[src/rtl/uart_dbg_master_if.sv]
// Bus side of the UART debug master: one address/data strobe bus with a
// registered read responder on the slave side.
interface uart_dbg_master_if;
    logic [31:0] bus_addr;
    logic [31:0] bus_wdata;
    logic        bus_wen;
    logic        bus_ren;
    logic [31:0] bus_rdata;

    modport master (
        output bus_addr,
        output bus_wdata,
        output bus_wen,
        output bus_ren,
        input  bus_rdata
    );

    modport slave (
        input  bus_addr,
        input  bus_wdata,
        input  bus_wen,
        input  bus_ren,
        output bus_rdata
    );
endinterface

[src/rtl/uart_dbg_master.sv]
// UART-driven debug bus master: A5/5A command frames become single bus writes/reads.
// Optional inter-byte timeout in ADDR/WDATA is enabled with `define UART_DBG_TIMEOUT_EN.
module uart_dbg_master #(
    parameter int CLKS_PER_BIT = 104,
    parameter int TIMEOUT_BITS = 40
) (
    input  logic               hb_clk,
    input  logic               rst_n,
    input  logic               uart_rx,
    output logic               uart_tx,
    output logic               busy,
    output logic               frame_err,
    uart_dbg_master_if.master  bus
);
    localparam int CNT_W = $clog2(CLKS_PER_BIT);
    localparam logic [CNT_W-1:0] BIT_LAST  = CNT_W'(CLKS_PER_BIT - 1);
    localparam logic [CNT_W-1:0] HALF_LAST = CNT_W'(CLKS_PER_BIT / 2 - 1);

    typedef enum logic [2:0] {RX_IDLE, RX_START, RX_DATA, RX_STOP, RX_REARM} rx_state_t;
    typedef enum logic [2:0] {P_IDLE, P_ADDR, P_WDATA, P_EXEC, P_RESP} p_state_t;

    rx_state_t        rx_state;
    logic             rx_sync_p0, rx_sync_p1, rx_last;
    logic [CNT_W-1:0] rx_cnt;
    logic [2:0]       rx_bit;
    logic [7:0]       rx_shift;
    logic             byte_valid, rx_ferr;
    logic             rx_tick;

    p_state_t         state;
    logic             is_read, exec_phase;
    logic [1:0]       byte_cnt, resp_idx, resp_last;
    logic [31:0]      addr_q, wdata_q, resp_data;
    logic             bus_wen_r, bus_ren_r;
    logic             timeout_hit;

    logic             tx_load, tx_active, tx_done;
    logic [CNT_W-1:0] tx_cnt;
    logic [3:0]       tx_bitn;
    logic [9:0]       tx_frame;
    logic [7:0]       tx_byte;

    assign rx_tick       = (rx_cnt == BIT_LAST);
    assign busy          = (state != P_IDLE);
    assign bus.bus_addr  = addr_q;
    assign bus.bus_wdata = wdata_q;
    assign bus.bus_wen   = bus_wen_r;
    assign bus.bus_ren   = bus_ren_r;
    assign tx_byte       = resp_data[{resp_idx, 3'b000} +: 8];

    // RX: two-flop synchroniser (p0 -> p1), then mid-bit sampling
    always_ff @(posedge hb_clk or negedge rst_n) begin
        if (!rst_n) begin
            rx_sync_p0 <= 1'b1;
            rx_sync_p1 <= 1'b1;
            rx_last    <= 1'b1;
            rx_state   <= RX_IDLE;
            rx_cnt     <= '0;
            rx_bit     <= '0;
            byte_valid <= 1'b0;
            rx_ferr    <= 1'b0;
        end else begin
            rx_sync_p0 <= uart_rx;
            rx_sync_p1 <= rx_sync_p0;
            rx_last    <= rx_sync_p1;
            byte_valid <= 1'b0;
            rx_ferr    <= 1'b0;
            case (rx_state)
                RX_IDLE: if (rx_last && !rx_sync_p1) begin
                    rx_state <= RX_START;
                    rx_cnt   <= '0;
                end
                RX_START: if (rx_cnt == HALF_LAST) begin
                    rx_cnt   <= '0;
                    rx_bit   <= '0;
                    rx_state <= rx_sync_p1 ? RX_IDLE : RX_DATA;
                end else rx_cnt <= rx_cnt + CNT_W'(1);
                RX_DATA: if (rx_tick) begin
                    rx_cnt <= '0;
                    rx_bit <= rx_bit + 3'd1;
                    if (rx_bit == 3'd7) rx_state <= RX_STOP;
                end else rx_cnt <= rx_cnt + CNT_W'(1);
                RX_STOP: if (rx_tick) begin
                    rx_cnt <= '0;
                    if (rx_sync_p1) begin
                        byte_valid <= 1'b1;
                        rx_state   <= RX_IDLE;
                    end else begin
                        rx_ferr  <= 1'b1;
                        rx_state <= RX_REARM;
                    end
                end else rx_cnt <= rx_cnt + CNT_W'(1);
                RX_REARM: if (rx_sync_p1) rx_state <= RX_IDLE;
                default:  rx_state <= RX_IDLE;
            endcase
        end
    end

`ifdef UART_DBG_TIMEOUT_EN
    localparam int TO_LIMIT = TIMEOUT_BITS * CLKS_PER_BIT;
    localparam int TO_W     = $clog2(TO_LIMIT + 1);
    logic [TO_W-1:0] to_cnt;
    logic            collecting;

    assign collecting  = (state == P_ADDR) || (state == P_WDATA);
    assign timeout_hit = collecting && (to_cnt == TO_W'(TO_LIMIT - 1));

    always_ff @(posedge hb_clk or negedge rst_n) begin
        if (!rst_n)                          to_cnt <= '0;
        else if (byte_valid || !collecting)  to_cnt <= '0;
        else if (!timeout_hit)               to_cnt <= to_cnt + TO_W'(1);
    end
`else
    // Constant-false: no timeout logic in this build, the parser waits forever.
    assign timeout_hit = (TIMEOUT_BITS < 0);
`endif

    // Parser: command framing, single-cycle strobes, response sequencing
    always_ff @(posedge hb_clk or negedge rst_n) begin
        if (!rst_n) begin
            state      <= P_IDLE;
            is_read    <= 1'b0;
            exec_phase <= 1'b0;
            byte_cnt   <= '0;
            resp_idx   <= '0;
            resp_last  <= '0;
            tx_load    <= 1'b0;
            bus_wen_r  <= 1'b0;
            bus_ren_r  <= 1'b0;
            frame_err  <= 1'b0;
        end else begin
            tx_load   <= 1'b0;
            bus_wen_r <= 1'b0;
            bus_ren_r <= 1'b0;
            frame_err <= rx_ferr | timeout_hit;
            case (state)
                P_IDLE: if (byte_valid) begin
                    byte_cnt <= '0;
                    if (rx_shift == 8'hA5) begin
                        is_read <= 1'b0;
                        state   <= P_ADDR;
                    end else if (rx_shift == 8'h5A) begin
                        is_read <= 1'b1;
                        state   <= P_ADDR;
                    end
                end
                P_ADDR, P_WDATA: begin
                    if (rx_ferr || timeout_hit) begin
                        state <= P_IDLE;
                    end else if (byte_valid) begin
                        byte_cnt <= byte_cnt + 2'd1;
                        if (byte_cnt == 2'd3) begin
                            if (state == P_ADDR && !is_read) begin
                                state <= P_WDATA;
                            end else begin
                                state      <= P_EXEC;
                                exec_phase <= 1'b0;
                                bus_wen_r  <= !is_read;
                                bus_ren_r  <= is_read;
                            end
                        end
                    end
                end
                P_EXEC: begin
                    if (!exec_phase) begin
                        exec_phase <= 1'b1;
                    end else begin
                        state     <= P_RESP;
                        resp_idx  <= '0;
                        resp_last <= is_read ? 2'd3 : 2'd0;
                        tx_load   <= 1'b1;
                    end
                end
                P_RESP: if (tx_done) begin
                    if (resp_idx == resp_last) begin
                        state <= P_IDLE;
                    end else begin
                        resp_idx <= resp_idx + 2'd1;
                        tx_load  <= 1'b1;
                    end
                end
                default: state <= P_IDLE;
            endcase
        end
    end

    // Datapath registers carry no reset; they are only read once qualified by control
    always_ff @(posedge hb_clk) begin
        if (rx_state == RX_DATA && rx_tick)
            rx_shift <= {rx_sync_p1, rx_shift[7:1]};
        if (byte_valid && state == P_ADDR)
            addr_q[{byte_cnt, 3'b000} +: 8] <= rx_shift;
        if (byte_valid && state == P_WDATA)
            wdata_q[{byte_cnt, 3'b000} +: 8] <= rx_shift;
        if (state == P_EXEC && exec_phase)
            resp_data <= is_read ? bus.bus_rdata : 32'h0000_004B;
        if (!tx_active && tx_load)
            tx_frame <= {1'b1, tx_byte, 1'b0};
    end

    // TX: start, 8 data LSB first, stop; line rests high between frames
    always_ff @(posedge hb_clk or negedge rst_n) begin
        if (!rst_n) begin
            uart_tx   <= 1'b1;
            tx_active <= 1'b0;
            tx_done   <= 1'b0;
            tx_cnt    <= '0;
            tx_bitn   <= '0;
        end else begin
            tx_done <= 1'b0;
            if (!tx_active) begin
                if (tx_load) begin
                    uart_tx   <= 1'b0;
                    tx_active <= 1'b1;
                    tx_cnt    <= '0;
                    tx_bitn   <= '0;
                end
            end else if (tx_cnt == BIT_LAST) begin
                tx_cnt <= '0;
                if (tx_bitn == 4'd9) begin
                    tx_active <= 1'b0;
                    tx_done   <= 1'b1;
                    uart_tx   <= 1'b1;
                end else begin
                    tx_bitn <= tx_bitn + 4'd1;
                    uart_tx <= tx_frame[tx_bitn + 4'd1];
                end
            end else begin
                tx_cnt <= tx_cnt + CNT_W'(1);
            end
        end
    end
endmodule

[src/flat_wrapper.sv]
// flat-port wrapper written by rule: the top's interface ports become plain ports
module uart_dbg_master_flat 
#(
    parameter int CLKS_PER_BIT = 104,
    parameter int TIMEOUT_BITS = 40
)
  (hb_clk, rst_n, uart_rx, uart_tx, busy, frame_err, bus_bus_addr, bus_bus_wdata, bus_bus_wen, bus_bus_ren, bus_bus_rdata);
  uart_dbg_master_if bus_i ();
  input  logic hb_clk;
  input  logic rst_n;
  input  logic uart_rx;
  output logic uart_tx;
  output logic busy;
  output logic frame_err;
  output wire logic [$bits(bus_i.bus_addr)-1:0] bus_bus_addr;
  output wire logic [$bits(bus_i.bus_wdata)-1:0] bus_bus_wdata;
  output wire logic [$bits(bus_i.bus_wen)-1:0] bus_bus_wen;
  output wire logic [$bits(bus_i.bus_ren)-1:0] bus_bus_ren;
  input wire logic [$bits(bus_i.bus_rdata)-1:0] bus_bus_rdata;
  assign bus_bus_addr = bus_i.bus_addr;
  assign bus_bus_wdata = bus_i.bus_wdata;
  assign bus_bus_wen = bus_i.bus_wen;
  assign bus_bus_ren = bus_i.bus_ren;
  assign bus_i.bus_rdata = bus_bus_rdata;
  uart_dbg_master #(.CLKS_PER_BIT(CLKS_PER_BIT), .TIMEOUT_BITS(TIMEOUT_BITS)) u_core (.hb_clk(hb_clk), .rst_n(rst_n), .uart_rx(uart_rx), .uart_tx(uart_tx), .busy(busy), .frame_err(frame_err), .bus(bus_i));
endmodule
[config.mk]
export PLATFORM = sky130hd
export DESIGN_NAME = uart_dbg_master_flat
export DESIGN_NICKNAME = d
export VERILOG_FILES = /design/src/rtl/uart_dbg_master_if.sv /design/src/rtl/uart_dbg_master.sv /design/src/flat_wrapper.sv
export SDC_FILE = /design/constraint.sdc
export NUM_CORES = 1
export LEC_CHECK = 0
export ABC_AREA = 1
export CORE_MARGIN = 10
export CORE_UTILIZATION = 54
export CTS_CLUSTER_SIZE = 28
export DETAILED_ROUTE_END_ITERATION = 12
export PLACE_DENSITY = 0.8
export SLEW_MARGIN = 20
export SYNTH_ARGS = -nofsm -noshare
export SYNTH_HDL_FRONTEND = slang
export SYNTH_SLANG_ARGS = --single-unit
[constraint.sdc]
create_clock -name hb_clk -period 2.61 [get_ports hb_clk]
set_clock_uncertainty 0.1 [all_clocks]
set_input_delay 0.522 -clock hb_clk [delete_from_list [all_inputs] [get_ports hb_clk]]
set_output_delay 0.522 -clock hb_clk [all_outputs]
set_load 0.02 [all_outputs]
# ---- Yosys cells after proc, flatten, opt, wreduce, memory -nomap -nowiden
# Index checks and enable logic that the tools add are counted.
dict set report totals {
  n_memories 0
  regBits 159
  latch_bits 0
  mem_bits_ro 0
  mem_bits_rw 0
}
dict set report op_classes {
  n_addsub 7
  reduce_logical 33
  n_eq_ne 37
  order_cmp 1
  n_div 0
  bitwise 0
  n_mux 85
  multipliers 0
  shifts 3
}
# cell n
set op_table {}
lappend op_table {{32-bit bitwise mux} 2}
lappend op_table {{3-bit two-way mux} 18}
lappend op_table {{7-bit two-way mux} 6}
lappend op_table {{1-bit two-way mux} 38}
lappend op_table {{8-bit by 7-bit variable shift with 32-bit output, first input constant} 1}
lappend op_table {{32-bit by 6-bit variable part select with 8-bit output} 1}
lappend op_table {{8-bit by 7-bit variable part select with 32-bit output} 1}
lappend op_table {{2-bit by 1-bit inequality test with 1-bit output, second input constant} 12}
lappend op_table {{7-bit one-hot mux with 3 select lines} 1}
lappend op_table {{2-bit two-way mux} 8}
lappend op_table {{4-bit two-way mux} 4}
lappend op_table {{3-bit one-hot mux with 5 select lines} 1}
lappend op_table {{7-bit by 1-bit adder with 7-bit output, second input constant} 2}
lappend op_table {{7-bit == test, second input constant} 2}
lappend op_table {{3-bit by 2-bit == test with 1-bit output, second input constant} 4}
lappend op_table {{3-bit one-hot mux with 4 select lines} 1}
lappend op_table {{2-bit nonzero test} 6}
lappend op_table {{2-bit inequality test, second input constant} 5}
lappend op_table {{3-bit == test, second input constant} 3}
lappend op_table {{3-bit by 1-bit inequality test with 1-bit output, second input constant} 3}
lappend op_table {{3-bit AND reduction} 3}
lappend op_table {{8-bit by 7-bit == test with 1-bit output, second input constant} 1}
lappend op_table {{8-bit == test, second input constant} 1}
lappend op_table {{2-bit one-hot mux with 2 select lines} 2}
lappend op_table {{23 further kinds} 40}

# ---- Logic depth before layout (Yosys ltp)
dict set report logic_depth {
  ltp_word 7
  depth_mapped 11
}

# ---- Worst setup path before layout
# OpenSTA, ideal clock, no wires.
dict set report synth_timing {
  path_kind {reg-to-reg}
  start {reg u_core.state[0]}
  end {reg u_core.resp_data[0], enable pin}
  stages_incl_launch_ff 5
  t_arrival_ns 1.429
  setup_slack_ns 0.694
  path_buffers 0
  t_required_ns 2.123
  period_less_slack_ns 1.916
  cell_sequence {dfrtp_1 > nand2_1 > nor2_1 > nand2_1 > inv_1}
}
dict set report synth_between {
  elab_chain_cells 2
}
# element line
set synth_lines {}
lappend synth_lines {{start, declared} uart_dbg_master.sv:30} ;# p_state_t state;
lappend synth_lines {{start signal, assigned} uart_dbg_master.sv:121} ;# state <= P_IDLE;
lappend synth_lines {{start signal, assigned} uart_dbg_master.sv:141} ;# state <= P_ADDR;
lappend synth_lines {{start signal, assigned} uart_dbg_master.sv:144} ;# state <= P_ADDR;
lappend synth_lines {{3-bit by 2-bit == test with 1-bit output} uart_dbg_master.sv:195} ;# if (state == P_EXEC && exec_phase)
lappend synth_lines {{1-bit logical AND} uart_dbg_master.sv:195}
lappend synth_lines {{end signal, assigned} uart_dbg_master.sv:196} ;# resp_data <= is_read ? bus.bus_rdata : 32'h0000_004B;
lappend synth_lines {{end, declared} uart_dbg_master.sv:33} ;# logic [31:0] addr_q, wdata_q, resp_data;
# No other way between the ends.
# A chain may end at the register's enable or synchronous reset.

# ---- Worst setup path in the final report
dict set report layout_timing {
  start {reg u_core.state[1]}
  end {out busy}
}
dict set report layout_between {
  elab_chain_cells 1
}
# element line
set layout_lines {}
lappend layout_lines {{3-bit nonzero test} uart_dbg_master.sv:44} ;# assign busy = (state != P_IDLE);
lappend layout_lines {{end, declared} flat_wrapper.sv:13} ;# output logic busy;
# No other way between the ends.

==> results.md <==
- Yosys top cell area share: about half
- Clk sinks: ~160
- EDFF count, synth: roughly 110
- Max-Cap Viols: 0
- Most common cell after layout, fill and taps aside: nand2_1
- Post-DRT Antenna Nets: 0
- F_max: roughly 420 MHz
- GRT Util Overall: between 15 and 20%
- Area grow syn2layout: 26.3%
- Site Rows: 40
- Setup TNS: 0 ns
- Setup violators final: 0
- CTS Buf Count: 17
- Syn_area_per_cell: ~11 um^2
- Ant. Diodes: 0
- Drt total wl: between 10 and 15 mm
- Detailed Place HPWL: 10.5 mm
- Pleak: between 3 and 4 nW
- Via density: approximately 5.3
- Required time of the critical path: 1.99 ns
- Syn Nets: 658
- Fraction of layout cells with a size suffix above 1: between 8 and 9%
- Syn Inst Count: about 610
- Vias: 4663
- Synth unique cells: 37
- Largest net degree at the start of global routing: 33
- Post-route cell area: around 8400 um^2
- Synth area leader: edfxtp_1
- Util after Layout: a little over two thirds
- Fin. Hold Viols: 0
- GP Congestion: between 0.8 and 0.9
- Clock root buffer master: clkbuf_16
- Worst vdd ir: 0.440 mV
- Fin crit share: around nine tenths
- Initial Util: 55.3%
- Startpoint types: flip-flop
- Clk slew on worst S/H paths: ~0.060 ns
- WL/cell: 16.9 um
- Yosys warns: 0
- CP max FO: 7
- Total Power: around 0.0054 W
- FFs w/ async S/R, synth: between 20% and 30%
- Worst hold path class: reg2reg
- Gr ovfl total: 0
- H-Tree Level Count: 4
- First DRT Iteration DRCs: around 430
- CTS tree: built
- Max-slew violations: 0
- Commonest cells after routing, fill and taps aside: nand2_1, edfxtp_1, clkdlybuf4s50_1, nor2_1, inv_1
- Pre-antenna DRT Iters: 5
- Worst Path Class, Setup: reg2out
- # IOs: around 100
- Clock Latency Late Sink: between 0.4 and 0.5 ns
- Area contributors post-synth: edfxtp_1, dfrtp_1, nand2_1
- Setup crit end kind: output port
- #FFs+latches synth: around 160
- Critical Path AT: roughly 1.8 ns
- Slew HR: 50.5%
- P per Cell Area: about 650 nW/um^2
- Final #Nets: 773
- Vias in the first global route: roughly 4800
- Final critical-path required period: around 2.4 ns
- Post-DP Area: around 8000 um^2
- CTS max path bufs: 2
- Primary FF master, synth: edfxtp_1
- First-pass GRT wire length: 23.8 mm
- Number of port buffers: 103
- Initial antenna violation count: 0
- Die Height: around 130 um
- Setup Fix Bufs, Post-CTS: 0
- Die ar.: approximately 17000 um^2
- Core Footprint: about 12000 um^2
- Die width: roughly 130 um
- Status: completed
- Slew @ Worst Pin: 0.739 ns
- Area of the mapped netlist: ~6600 um^2
- DRC viols: 0
- RSZ-0062 raised after global routing: false
- Post-synthesis sequential area ratio: 68.1%
-- synth_stat cells (2+ instances only) --
library cell / count
nand2_1: 126
nand3_2: 3
clkbuf_1: 3
nor2_2: 3
inv_1: 83
dfrtp_1: 42
nor2_1: 87
o31ai_1: 2
buf_2: 5
nand2_2: 5
xnor2_1: 3
nor4_1: 3
clkbuf_2: 2
o21ai_2: 2
ha_1: 11
buf_1: 2
or2_2: 4
o21ai_0: 37
o21ai_1: 4
o22ai_1: 10
nor3_1: 13
a21oi_1: 3
dfstp_2: 4
edfxtp_1: 112
inv_2: 4
xor2_1: 5
nor3_2: 2
nand3_1: 23
-- metrics by stage --
stage               instances  hold WS (ns)  setup WS [ns]
floorplan                 612         0.126          0.694
global route              887         0.265          0.153
CTS                       887         0.265          0.197
finish                    887         0.263          0.217
global placement          854         0.247          0.727
detailed placement        854         0.257          0.477
-- routing by layer --
layer	wire (um)	global-route usage, %	up-vias	part of all wire, %
met5	0	0	-	0
met4	291	7.13	0	1.9
met3	984	6.33	30	6.6
met2	7900	31.2	164	53
met1	5810	20.0	2228	39
li1	-	-	2241	-
-- area by class of cell --
class                           instances  area [um^2]
Clock inverter                          8         65.1
Multi-Input combinational cell        355         1740
Fill cell                             853         3630
Sequential cell                       158         4520
Clock buffer                           24          483
Timing Repair Buffer                  108         1070
Inverter                               87          327
Tap cell                              147          184
-- power breakdown --
part | switching (W) | internal (W) | leakage, nW
clock | 0.000912 | 0.00138 | 0.268
combinational | 0.000238 | 0.000150 | 1.62
sequential | 0.0000535 | 0.00271 | 1.59
total | 0.00120 | 0.00424 | 3.48
-- cells by family (layout without fill, tap and decap cells) --
logic type,after synthesis,in the layout,synth area share [%]
simple gates,274,274,17.7
flops,158,158,68.1
buf+inv,99,227,5.73
compound gates,62,62,5.35
fa+ha+maj,11,11,2.07
xor+xnor,8,8,1.06
-- critical path, stage by stage (launching register included) --
cell and delay [ns]:
dfrtp_1 0.46, nor2_1 0.22, nand2_2 0.10, clkdlybuf4s50_1 0.57
-- registers in the layout, summed over array words and instances, names as in the netlist, 2 cells and up --
| name | cells |
|---|---|
| u_core.rx_state | 3 |
| u_core.rx_bit | 3 |
| u_core.tx_bitn | 4 |
| u_core.state | 3 |
| u_core.rx_shift | 8 |
| u_core.bus.bus_wdata | 32 |
| u_core.bus.bus_addr | 32 |
| u_core.rx_cnt | 7 |
| u_core.tx_frame | 8 |
| u_core.tx_cnt | 7 |
| u_core.resp_idx | 2 |
| u_core.byte_cnt | 2 |
| u_core.resp_data | 32 |
-- repair_timing --
action	in CTS	in global routing
hold buffers	1	0
endpoints found under the hold margin	15	0
gates resized for setup	0	0
-- path summary, 6_finish.rpt --
kind | startpoint | end | slack [ns] | cells past startpoint
setup / recovery | u_core.state[1]$_DFFE_PN0P_ | busy | 0.22 | 3
hold / removal | u_core.rx_sync_p0$_DFF_PN1_ | u_core.rx_sync_p1$_DFF_PN1_ | 0.26 | 0
setup reg to reg | u_core.byte_cnt[0]$_DFFE_PN0P_ | u_core.bus.bus_addr[17]$_DFFE_PP_ | 0.41 | 5
hold reg to reg | u_core.rx_sync_p0$_DFF_PN1_ | u_core.rx_sync_p1$_DFF_PN1_ | 0.26 | 0
max in group asynchronous | rst_n | u_core.uart_tx$_DFFE_PN1P_ | 1.17 | 3
min in group asynchronous | rst_n | u_core.rx_cnt[0]$_DFFE_PN0P_ | 0.46 | 2
(Power assumes the default switching activity.)
